===== src/rtl/port_b_pair_capture.sv =====
// port_b_pair_capture
// Assembles two-word records fetched over BRAM port B, routes the first boot
// record to the global parameter registers and queues every later record in a
// small first-word-fall-through FIFO. Sequence violations and dropped records
// are latched in sticky flags; nothing here ever back-pressures the fetcher.
module port_b_pair_capture #(
    parameter int DATA_W = 16,
    parameter int DEPTH  = 4
) (
    input  logic                     clk,
    input  logic                     rst,
    input  logic                     boot_mode,
    input  logic                     port_b_start_out,
    input  logic                     port_b_done,
    input  logic [DATA_W-1:0]        dout_b,
    output logic                     out_valid,
    input  logic                     out_ready,
    output logic [DATA_W-1:0]        out_w0,
    output logic [DATA_W-1:0]        out_w1,
    output logic [DATA_W-1:0]        param_a,
    output logic [DATA_W-1:0]        param_b,
    output logic                     params_loaded,
    output logic [$clog2(DEPTH):0]   fifo_count,
    output logic                     overflow,
    output logic                     proto_err
);

    localparam int AW = $clog2(DEPTH);
    localparam int CW = AW + 1;
    localparam logic [CW-1:0] FULL_CNT = CW'(DEPTH);

    typedef enum logic [1:0] {
        IDLE    = 2'd0,
        HAVE_W0 = 2'd1,
        HAVE_W1 = 2'd2
    } state_t;

    state_t state_q, state_d;

    // decoded FSM actions
    logic lat_w0, lat_w1, commit, perr;

    logic [DATA_W-1:0] w0_q, w1_q;
    logic [DATA_W-1:0] param_a_q, param_b_q;
    logic              params_loaded_q, overflow_q, proto_err_q;

    logic [2*DATA_W-1:0] mem_q [DEPTH];
    logic [AW-1:0]       wr_ptr_q, rd_ptr_q;
    logic [CW-1:0]       count_q;

    logic to_params, push_req, push_ok, pop, full, empty;

    // capture FSM state register
    always_ff @(posedge clk) begin
        if (rst) state_q <= IDLE;
        else     state_q <= state_d;
    end

    // capture FSM next-state: a start always restarts capture, even mid-record
    always_comb begin
        state_d = state_q;
        case (state_q)
            IDLE:    if (port_b_start_out) state_d = HAVE_W0;
            HAVE_W0: if (!port_b_start_out) state_d = HAVE_W1;
            HAVE_W1: state_d = port_b_start_out ? HAVE_W0 : IDLE;
            default: state_d = IDLE;
        endcase
    end

    // capture FSM actions: which word to latch, commit, and violation strobes
    always_comb begin
        lat_w0 = 1'b0;
        lat_w1 = 1'b0;
        commit = 1'b0;
        perr   = 1'b0;
        case (state_q)
            IDLE: begin
                lat_w0 = port_b_start_out;
                perr   = port_b_done;
            end
            HAVE_W0: begin
                if (port_b_start_out) begin
                    lat_w0 = 1'b1;
                    perr   = 1'b1;
                end else begin
                    lat_w1 = 1'b1;
                end
            end
            HAVE_W1: begin
                if (port_b_start_out) begin
                    // done alongside a new start still loses the old record
                    lat_w0 = 1'b1;
                    perr   = 1'b1;
                end else if (port_b_done) begin
                    commit = 1'b1;
                end else begin
                    perr   = 1'b1;
                end
            end
            default: ;
        endcase
    end

    // commit routing and FIFO handshake decode
    always_comb begin
        empty     = (count_q == '0);
        full      = (count_q == FULL_CNT);
        to_params = commit && boot_mode && !params_loaded_q;
        push_req  = commit && !to_params;
        pop       = !empty && out_ready;
        // a pop in the same cycle frees the slot a full FIFO needs
        push_ok   = push_req && (!full || pop);
    end

    // record assembly registers
    always_ff @(posedge clk) begin
        if (rst) begin
            w0_q <= '0;
            w1_q <= '0;
        end else begin
            if (lat_w0) w0_q <= dout_b;
            if (lat_w1) w1_q <= dout_b;
        end
    end

    // boot parameters and sticky status flags
    always_ff @(posedge clk) begin
        if (rst) begin
            param_a_q       <= '0;
            param_b_q       <= '0;
            params_loaded_q <= 1'b0;
            overflow_q      <= 1'b0;
            proto_err_q     <= 1'b0;
        end else begin
            if (to_params) begin
                param_a_q       <= w0_q;
                param_b_q       <= w1_q;
                params_loaded_q <= 1'b1;
            end
            if (push_req && !push_ok) overflow_q  <= 1'b1;
            if (perr)                 proto_err_q <= 1'b1;
        end
    end

    // FIFO storage, pointers and occupancy
    always_ff @(posedge clk) begin
        if (rst) begin
            for (int i = 0; i < DEPTH; i++) mem_q[i] <= '0;
            wr_ptr_q <= '0;
            rd_ptr_q <= '0;
            count_q  <= '0;
        end else begin
            if (push_ok) begin
                mem_q[wr_ptr_q] <= {w0_q, w1_q};
                wr_ptr_q        <= wr_ptr_q + AW'(1);
            end
            if (pop) rd_ptr_q <= rd_ptr_q + AW'(1);
            case ({push_ok, pop})
                2'b10:   count_q <= count_q + CW'(1);
                2'b01:   count_q <= count_q - CW'(1);
                default: count_q <= count_q;
            endcase
        end
    end

    assign out_valid     = !empty;
    assign out_w0        = mem_q[rd_ptr_q][2*DATA_W-1:DATA_W];
    assign out_w1        = mem_q[rd_ptr_q][DATA_W-1:0];
    assign param_a       = param_a_q;
    assign param_b       = param_b_q;
    assign params_loaded = params_loaded_q;
    assign fifo_count    = count_q;
    assign overflow      = overflow_q;
    assign proto_err     = proto_err_q;

endmodule


===== config.mk =====
export PLATFORM = sky130hd
export DESIGN_NAME = port_b_pair_capture
export DESIGN_NICKNAME = d
export VERILOG_FILES = /design/src/rtl/port_b_pair_capture.sv
export SDC_FILE = /design/constraint.sdc
export NUM_CORES = 1
export LEC_CHECK = 0
export BUFFER_PORTS_ARGS = -buffer_cell sky130_fd_sc_hd__clkbuf_2
export CAP_MARGIN = 40
export CORE_MARGIN = 5
export CORE_UTILIZATION = 40
export DETAILED_ROUTE_END_ITERATION = 7
export HOLD_SLACK_MARGIN = 0.08
export REMOVE_ABC_BUFFERS = 1
export SLEW_MARGIN = 20
export SYNTH_ARGS = -nofsm -noshare
export SYNTH_HDL_FRONTEND = slang
export SYNTH_SLANG_ARGS = --single-unit

===== constraint.sdc =====
create_clock -name clk -period 3.5 [get_ports clk]
set_clock_uncertainty 0.15 [all_clocks]
set_input_delay 0.175 -clock clk [delete_from_list [all_inputs] [get_ports clk]]
set_output_delay 0.175 -clock clk [all_outputs]
set_load 0.01 [all_outputs]

==> PnR_summary.wiki, run 1 <==
{| class="wikitable"
! Metric !! Value
|-
| Slew at the pin with the worst max-slew slack || 0.694 ns
|-
| DP Area || 9230 µm²
|-
| Number of H-tree levels || 1
|-
| Total wire length after detailed routing || 20,600 µm
|-
| Number of enable flip-flop cells after synthesis || 128
|-
| Via count of the first global-routing pass || 5,892
|-
| Pin count of the biggest net entering global routing || 65
|-
| Net count reported at finish || 814
|-
| Routed wire per std cell || 19.0 µm
|-
| DR vias || 5,646
|-
| RR Startpoint || state_q[1]
|-
| Logic depth of the worst setup path including buffers || 5
|-
| RSZ-0062 raised after global routing || no
|-
| Initial antenna violation count || 0
|-
| Netlist area before placement || 8450 µm²
|-
| Worst setup endpoint || mem_q[1][2]
|-
| Finished layout cell area || 10,200 µm²
|-
| Violation count after the first detailed-route iteration || 323
|-
| Io pins || 93
|-
| Cell-internal power || 4.08 mW
|-
| Clock transition at path regs || 0.06 ns
|-
| Cell type of the slowest stage on the worst timing path || sky130_fd_sc_hd__nor3_1
|-
| Sequential-to-total area share from yosys stat || 0.640
|-
| Core region area || 20,900 µm²
|-
| Total negative slack for setup checks || 0 ns
|-
| Count of mapped cells out of synthesis || 685
|-
| Wire length of the first global-routing pass || 32,000 µm
|-
| Reported leakage power || 3.85 nW
|-
| TritonCTS clock tree || built
|-
| Type of the setup path with the least slack || reg2reg
|-
| Critical Path, Cell by Cell || nand4bb_1 > nor3_1 > nand2_1 > o21bai_4 > buf_4
|-
| DRC errors left || 0
|-
| Fin worst setup slack || 0.708 ns
|-
| Most area-consuming cells after synthesis || sky130_fd_sc_hd__edfxtp_1 (45%), sky130_fd_sc_hd__dfxtp_1 (18%), sky130_fd_sc_hd__mux4_2 (8.5%)
|-
| Number of warning messages in the yosys log || 0
|-
| Flip-flop and latch count after synthesis || 206
|-
| Antenna diode count || 0
|-
| Cell area power density || 510 nW/µm²
|-
| Chip Height || 155 µm
|-
| Top cell family by delay on the critical path || simple AND/OR/NAND/NOR gates
|-
| Reg-to-reg critical path endpoint || mem_q[1][2]
|-
| Internal reg-to-reg setup slack || 0.71 ns
|-
| Max_cap viols || 0
|-
| Width of the chip || 155 µm
|-
| CTS sink cnt || 206
|-
| Number of I/O port buffers || 92
|-
| Final RePlAce weighted congestion || 0.777
|-
| Portion of total power attributed to sequential cells || 0.517
|-
| Via count normalized by instance count || 5.22
|-
| Initial cell density of the core || 0.405
|-
| Area share of the leading cell type in the synthesized netlist || 0.455
|-
| Area of the die || 24,100 µm²
|-
| Inserted Clock Buffers || 23
|-
| Final critical path time including I/O delays and setup || 2.79 ns
|-
| Final period utilization || 0.798
|-
| Maximum count of clock buffers along a single path || 3
|-
| Library cell occupying the most area in the post-synthesis netlist || sky130_fd_sc_hd__edfxtp_1
|-
| Post-DP HPWL || 12,500 µm
|-
| Highest attainable clock frequency || 0.358 GHz
|-
| Unique masters post-synth || 43
|-
| Count of final hold-check violations || 0
|-
| Fraction of power spent switching nets || 0.213
|-
| IR drop worst, VDD || 0.281 mV
|-
| Critical-path maximum fanout || 32
|-
| Clock group share of total power || 0.442
|-
| Worst slack, placed || 0.755 ns
|-
| Total setup violations reported at the end of the flow || 0
|-
| Drt first pass iters || 6
|-
| Share of post-route cells with drive strength above 1 || 0.227
|-
| Clock Root Buffer || sky130_fd_sc_hd__clkbuf_16
|-
| Leading cell type in the layout, fill and taps excluded || sky130_fd_sc_hd__nand2_1
|-
| Tot GR Track Use || 0.168
|-
| Depth of the worst register-to-register path || 5
|-
| Post-layout total power || 5.18 mW
|-
| Proportion of synthesized flip-flops having asynchronous set or reset || 0
|-
| Launch point of the critical path || state_q[1]
|-
| Total net switching power || 1.10 mW
|-
| CP max stage delay || 0.63 ns
|-
| Worst-skew pair later-pin latency || 0.50 ns
|-
| Syn Area/Cell || 12.3 µm²
|-
| Crit path launch type || flop
|-
| Final antenna-violating net count || 0
|-
| Placement Rows || 53
|-
| Highest-count cells in the layout ignoring fill and taps || sky130_fd_sc_hd__nand2_1 (134), sky130_fd_sc_hd__edfxtp_1 (128), sky130_fd_sc_hd__and2_1 (97), sky130_fd_sc_hd__clkbuf_2 (91), sky130_fd_sc_hd__dfxtp_1 (76)
|-
| Layout area overhead || 20.2%
|-
| Top_reg_cell synth || sky130_fd_sc_hd__edfxtp_1
|-
| Required time reported for the critical path endpoint || 3.48 ns
|-
| Outcome || completed
|-
| Pins over their slew limit || 0
|-
| Endpoint type of the worst setup path || flop
|-
| Worst-case headroom to the max-slew limit || 0.536
|-
| Combinational power share || 0.041
|-
| Data arrival, critical path || 2.77 ns
|-
| Buf/Inv on CP || 1
|-
| Remaining Overflow, GRT || 0
|-
| Post-CTS Setup Inserts || 0
|-
| Hold WC Path Type || reg2reg
|}
-- final cells by class --
class,count,area (µm²)
Clock buffer,30,602
Clock inverter,11,106
Fill cell,1880,10700
Inverter,4,15.0
Multi-Input combinational cell,425,2830
Sequential cell,206,5410
Tap cell,275,344
Timing Repair Buffer,131,856
-- synth_stat cells (2+ instances only) --
cell type and count:
sky130_fd_sc_hd__a21o_1 2, sky130_fd_sc_hd__a21oi_1 66, sky130_fd_sc_hd__a311o_1 2, sky130_fd_sc_hd__a31o_2 2
sky130_fd_sc_hd__a31oi_1 2, sky130_fd_sc_hd__and2_1 97, sky130_fd_sc_hd__and3_1 33, sky130_fd_sc_hd__buf_1 2
sky130_fd_sc_hd__buf_2 5, sky130_fd_sc_hd__buf_6 3, sky130_fd_sc_hd__clkbuf_1 37, sky130_fd_sc_hd__clkbuf_2 3
sky130_fd_sc_hd__dfxtp_1 78, sky130_fd_sc_hd__edfxtp_1 128, sky130_fd_sc_hd__inv_1 4, sky130_fd_sc_hd__mux4_2 32
sky130_fd_sc_hd__nand2_1 134, sky130_fd_sc_hd__nand2b_1 3, sky130_fd_sc_hd__nor2_1 15, sky130_fd_sc_hd__nor2b_1 3
sky130_fd_sc_hd__nor3_1 6, sky130_fd_sc_hd__o21ai_0 4, sky130_fd_sc_hd__or3_1 2, sky130_fd_sc_hd__xnor2_1 3
-- state kept, by name (all words and copies together) (netlist names), named ones only --
register and count:
w1_q 16, w0_q 16, mem_q 128, wr_ptr_q 2, overflow 1, rd_ptr_q 2, state_q 2, params_loaded 1
fifo_count 3, proto_err 1, param_b 16, param_a 16
-- metrics by stage --
stage / hold slack, ns / cells / util
2_1_floorplan: 0.0941 / 635 / -
3_3_place_gp: 0.267 / 1015 / 0.439
3_5_place_dp: 0.269 / 1019 / 0.442
4_1_cts: 0.297 / 1082 / 0.486
5_1_grt: 0.306 / 1082 / 0.486
6_report: 0.303 / 1082 / 0.486
-- worst register-to-register path, stage by stage, from the launching register on --
cell	delay [ns]
sky130_fd_sc_hd__dfxtp_1	0.44
sky130_fd_sc_hd__nand4bb_1	0.39
sky130_fd_sc_hd__nor3_1	0.63
sky130_fd_sc_hd__nand2_1	0.22
sky130_fd_sc_hd__o21bai_4	0.14
sky130_fd_sc_hd__buf_4	0.45
-- what timing repair did --
item / CTS / global route
hold buffers: 22 / 0
gates resized for setup: 0 / 0
endpoints found under the hold margin: 48 / 0
-- kinds of logic after synthesis --
kind of cell,count (synthesis),share of synthesized area
flip-flops,206,0.640
AO/OA/AOI/OAI,84,0.0551
multiplexers,32,0.0853
adder cells (fa/ha/maj),1,0.00237
XOR/XNOR,4,0.00415
buffers and inverters,54,0.0278
AND/OR/NAND/NOR,304,0.186
-- per-layer routing --
layer | routed length, µm | global-route usage
met5 | 0 | 0
met4 | 420 | 0.0421
met3 | 1340 | 0.0284
met2 | 10200 | 0.289
met1 | 8630 | 0.223
-- worst min-delay path by stage --
stage	end	cells after the start	start
3_5_place_dp	w0_q[8]	3	dout_b[8]
2_1_floorplan	param_a[0]	1	rst
5_1_grt	w0_q[1]	4	dout_b[1]
6_report	param_b[14]	2	param_b[14]
3_3_place_gp	w0_q[8]	3	dout_b[8]
4_1_cts	w1_q[11]	4	dout_b[11]
-- power by group through the flow --
| stage | clock [mW] | sequential [mW] | combinational (mW) |
|---|---|---|---|
| after global routing | 2.44 | 2.69 | 0.228 |
| final | 2.29 | 2.68 | 0.211 |
| after detailed placement | 0 | 2.73 | 0.194 |
| after CTS | 2.33 | 2.68 | 0.214 |
| after global placement | 0 | 2.73 | 0.186 |
| after floorplan | 0 | 2.72 | 0.0903 |
Note: power is estimated with default switching activity, not from simulation.
==> inputs of run 2 (changes only) <==
==> constraint.sdc (replaced) <==
create_clock -name clk -period 2.9 [get_ports clk]
set_clock_uncertainty 0.15 [all_clocks]
set_input_delay 0.145 -clock clk [delete_from_list [all_inputs] [get_ports clk]]
set_output_delay 0.145 -clock clk [all_outputs]
set_load 0.01 [all_outputs]
==> PnR_summary.wiki, run 2 (synthesis results as in run 1) <==
{| class="wikitable"
! Metric !! Value
|-
| Launch point of the critical path || params_loaded
|-
| DRC errors left || 0 (unchanged)
|-
| Cell-internal power || 4.93 mW (+21%)
|-
| Highest-count cells in the layout ignoring fill and taps || sky130_fd_sc_hd__nand2_1 (134), sky130_fd_sc_hd__edfxtp_1 (128), sky130_fd_sc_hd__and2_1 (97), sky130_fd_sc_hd__clkbuf_2 (91), sky130_fd_sc_hd__dfxtp_1 (76)
|-
| Source of the worst hold timing path || dout_b[14]
|-
| Tot GR Track Use || 0.172 (+0.00344)
|-
| Initial antenna violation count || 0 (unchanged)
|-
| Pins over their slew limit || 0 (unchanged)
|-
| Post-CTS Setup Inserts || 0 (unchanged)
|-
| RR Startpoint || params_loaded
|-
| Worst-case headroom to the max-slew limit || 0.545 (+0.00857)
|-
| Finished layout cell area || 10,200 µm² (+0.49%)
|-
| Final period utilization || 0.894 (+0.0964)
|-
| Highest attainable clock frequency || 0.386 GHz (+7.7%)
|-
| Data arrival, critical path || 2.79 ns (+0.02 ns)
|-
| Combinational power share || 0.042 (about the same)
|-
| Register containing the most flip-flops in the final layout || mem_q
|-
| Fraction of power spent switching nets || 0.210 (-0.00255)
|-
| Number of I/O port buffers || 92 (unchanged)
|-
| Pin count of the biggest net entering global routing || 61 (-6.2%)
|-
| Total negative slack for setup checks || 0 ns (unchanged)
|-
| Share of post-route cells with drive strength above 1 || 0.226 (-0.000281)
|-
| Post-DP HPWL || 12,000 µm (-4.1%)
|-
| Slew at the pin with the worst max-slew slack || 0.682 ns (-0.0114 ns)
|-
| Hold WC Path Type || in2reg
|-
| Count of final hold-check violations || 0 (unchanged)
|-
| Remaining Overflow, GRT || 0 (unchanged)
|-
| RSZ-0062 raised after global routing || no
|-
| Cell type of the slowest stage on the worst timing path || sky130_fd_sc_hd__nor2b_1
|-
| CTS sink cnt || 206 (unchanged)
|-
| Wire length of the first global-routing pass || 32,700 µm (+2.2%)
|-
| Routed wire per std cell || 18.8 µm (-1.1%)
|-
| Final RePlAce weighted congestion || 0.757 (-2.5%)
|-
| Core region area || 20,900 µm² (unchanged)
|-
| Crit path launch type || flop
|-
| Post-layout total power || 6.24 mW (+20%)
|-
| Number of flip-flops under the largest register name || 128 (unchanged)
|-
| Antenna diode count || 0 (unchanged)
|-
| IR drop worst, VDD || 0.470 mV (+67%)
|-
| TritonCTS clock tree || built
|-
| Endpoint type of the worst setup path || flop
|-
| Violation count after the first detailed-route iteration || 345 (+6.8%)
|-
| Clock group share of total power || 0.440 (-0.002)
|-
| Maximum count of clock buffers along a single path || 3 (unchanged)
|-
| Critical Path, Cell by Cell || nor2b_1 > o21ai_0 > fa_1 > or4_1 > o211ai_1 > a31oi_1
|-
| Critical-path maximum fanout || 9 (-72%)
|-
| Clock Root Buffer || sky130_fd_sc_hd__clkbuf_16
|-
| Final antenna-violating net count || 0 (unchanged)
|-
| Total setup violations reported at the end of the flow || 0 (unchanged)
|-
| Min Hold Slack || 0.283 ns (-0.0199 ns)
|-
| Total wire length after detailed routing || 20,400 µm (-1.0%)
|-
| Top cell family by delay on the critical path || simple AND/OR/NAND/NOR gates
|-
| Buf/Inv on CP || 0 (-1)
|-
| Finished Layout Cells || 1,083 (+0.092%)
|-
| Inserted Clock Buffers || 23 (unchanged)
|-
| Clock transition at path regs || 0.05 ns (about the same)
|-
| Reported leakage power || 3.87 nW (+0.43%)
|-
| Outcome || completed
|-
| DR vias || 5,629 (-0.30%)
|-
| Via count of the first global-routing pass || 5,970 (+1.3%)
|-
| Leading cell type in the layout, fill and taps excluded || sky130_fd_sc_hd__nand2_1
|-
| Required time reported for the critical path endpoint || 3.10 ns (-0.38 ns)
|-
| Net count reported at finish || 814 (unchanged)
|-
| Total instance count after detailed placement || 1,019 (unchanged)
|-
| Portion of total power attributed to sequential cells || 0.518 (about the same)
|-
| Chip Height || 155 µm (unchanged)
|-
| Total net switching power || 1.31 mW (+19%)
|-
| Placement Rows || 53 (unchanged)
|-
| Layout area overhead || 20.8%
|-
| Worst-skew pair later-pin latency || 0.51 ns (about the same)
|-
| Drt first pass iters || 5 (-1)
|-
| Initial cell density of the core || 0.405 (unchanged)
|-
| Cell area power density || 611 nW/µm² (+20%)
|-
| Width of the chip || 155 µm (unchanged)
|-
| Max_cap viols || 0 (unchanged)
|-
| Type of the setup path with the least slack || reg2reg
|-
| Final critical path time including I/O delays and setup || 2.59 ns (-0.199 ns)
|-
| Number of H-tree levels || 1 (unchanged)
|-
| Area of the die || 24,100 µm² (unchanged)
|-
| Via count normalized by instance count || 5.20 (-0.39%)
|-
| CP max stage delay || 0.53 ns (-0.10 ns)
|-
| Io pins || 93 (unchanged)
|-
| DP Area || 9280 µm² (+0.52%)
|}
-- run 2: per-stage QoR --
step | util | worst slack (ns)
CTS | 0.489 | 0.304
detailed placement | 0.444 | 0.304
finish | 0.489 | 0.307
global placement | 0.443 | 0.434
floorplan | - | -0.524
global route | 0.489 | 0.153
-- run 2: final timing paths --
path,endpoint,slack (ns),cells past startpoint
max,fifo_count[2],0.31,6
min,w1_q[14],0.28,4
max reg2reg,fifo_count[2],0.31,6
min reg2reg,param_b[8],0.30,2
-- run 2: layout make-up --
type / instances / area (µm²)
fill: 1897 / 10700
sequential: 206 / 5410
multi-input combinational: 425 / 2830
timing repair buffer: 131 / 903
clock buffer: 36 / 654
tap: 275 / 344
clock inverter: 6 / 56.3
inverter: 4 / 15.0
-- run 2: repair_timing --
item,in CTS,in global routing
hold buffers,22,0
endpoints found under the hold margin,48,0
endpoints found under the setup margin,0,0
gates resized for setup,0,0
-- run 2: power groups by stage --
stage,Combinational (mW),Clock [mW],Sequential [mW]
2_1_floorplan,0.109,0,3.28
3_3_place_gp,0.235,0,3.29
3_5_place_dp,0.242,0,3.30
4_1_cts,0.266,2.82,3.23
5_1_grt,0.284,2.94,3.24
6_report,0.260,2.74,3.23
-- run 2: worst reg2reg max path, delay by kind of cell, from the launching register on --
kind	cells	cell delay (ns)
AOI/OAI and AO/OA	3	0.43
adders and majority gates	1	0.48
DFF	1	0.32
and+or+nand+nor	2	1.06
-- run 2: routing by layer --
metal  GRT usage  vias up  part of all wire
met1       0.228     2796              0.43
met3      0.0281       42             0.054
met4      0.0492        0             0.027
li1            -     2630                 -
met2       0.292      161              0.49
met5           0        -                 0
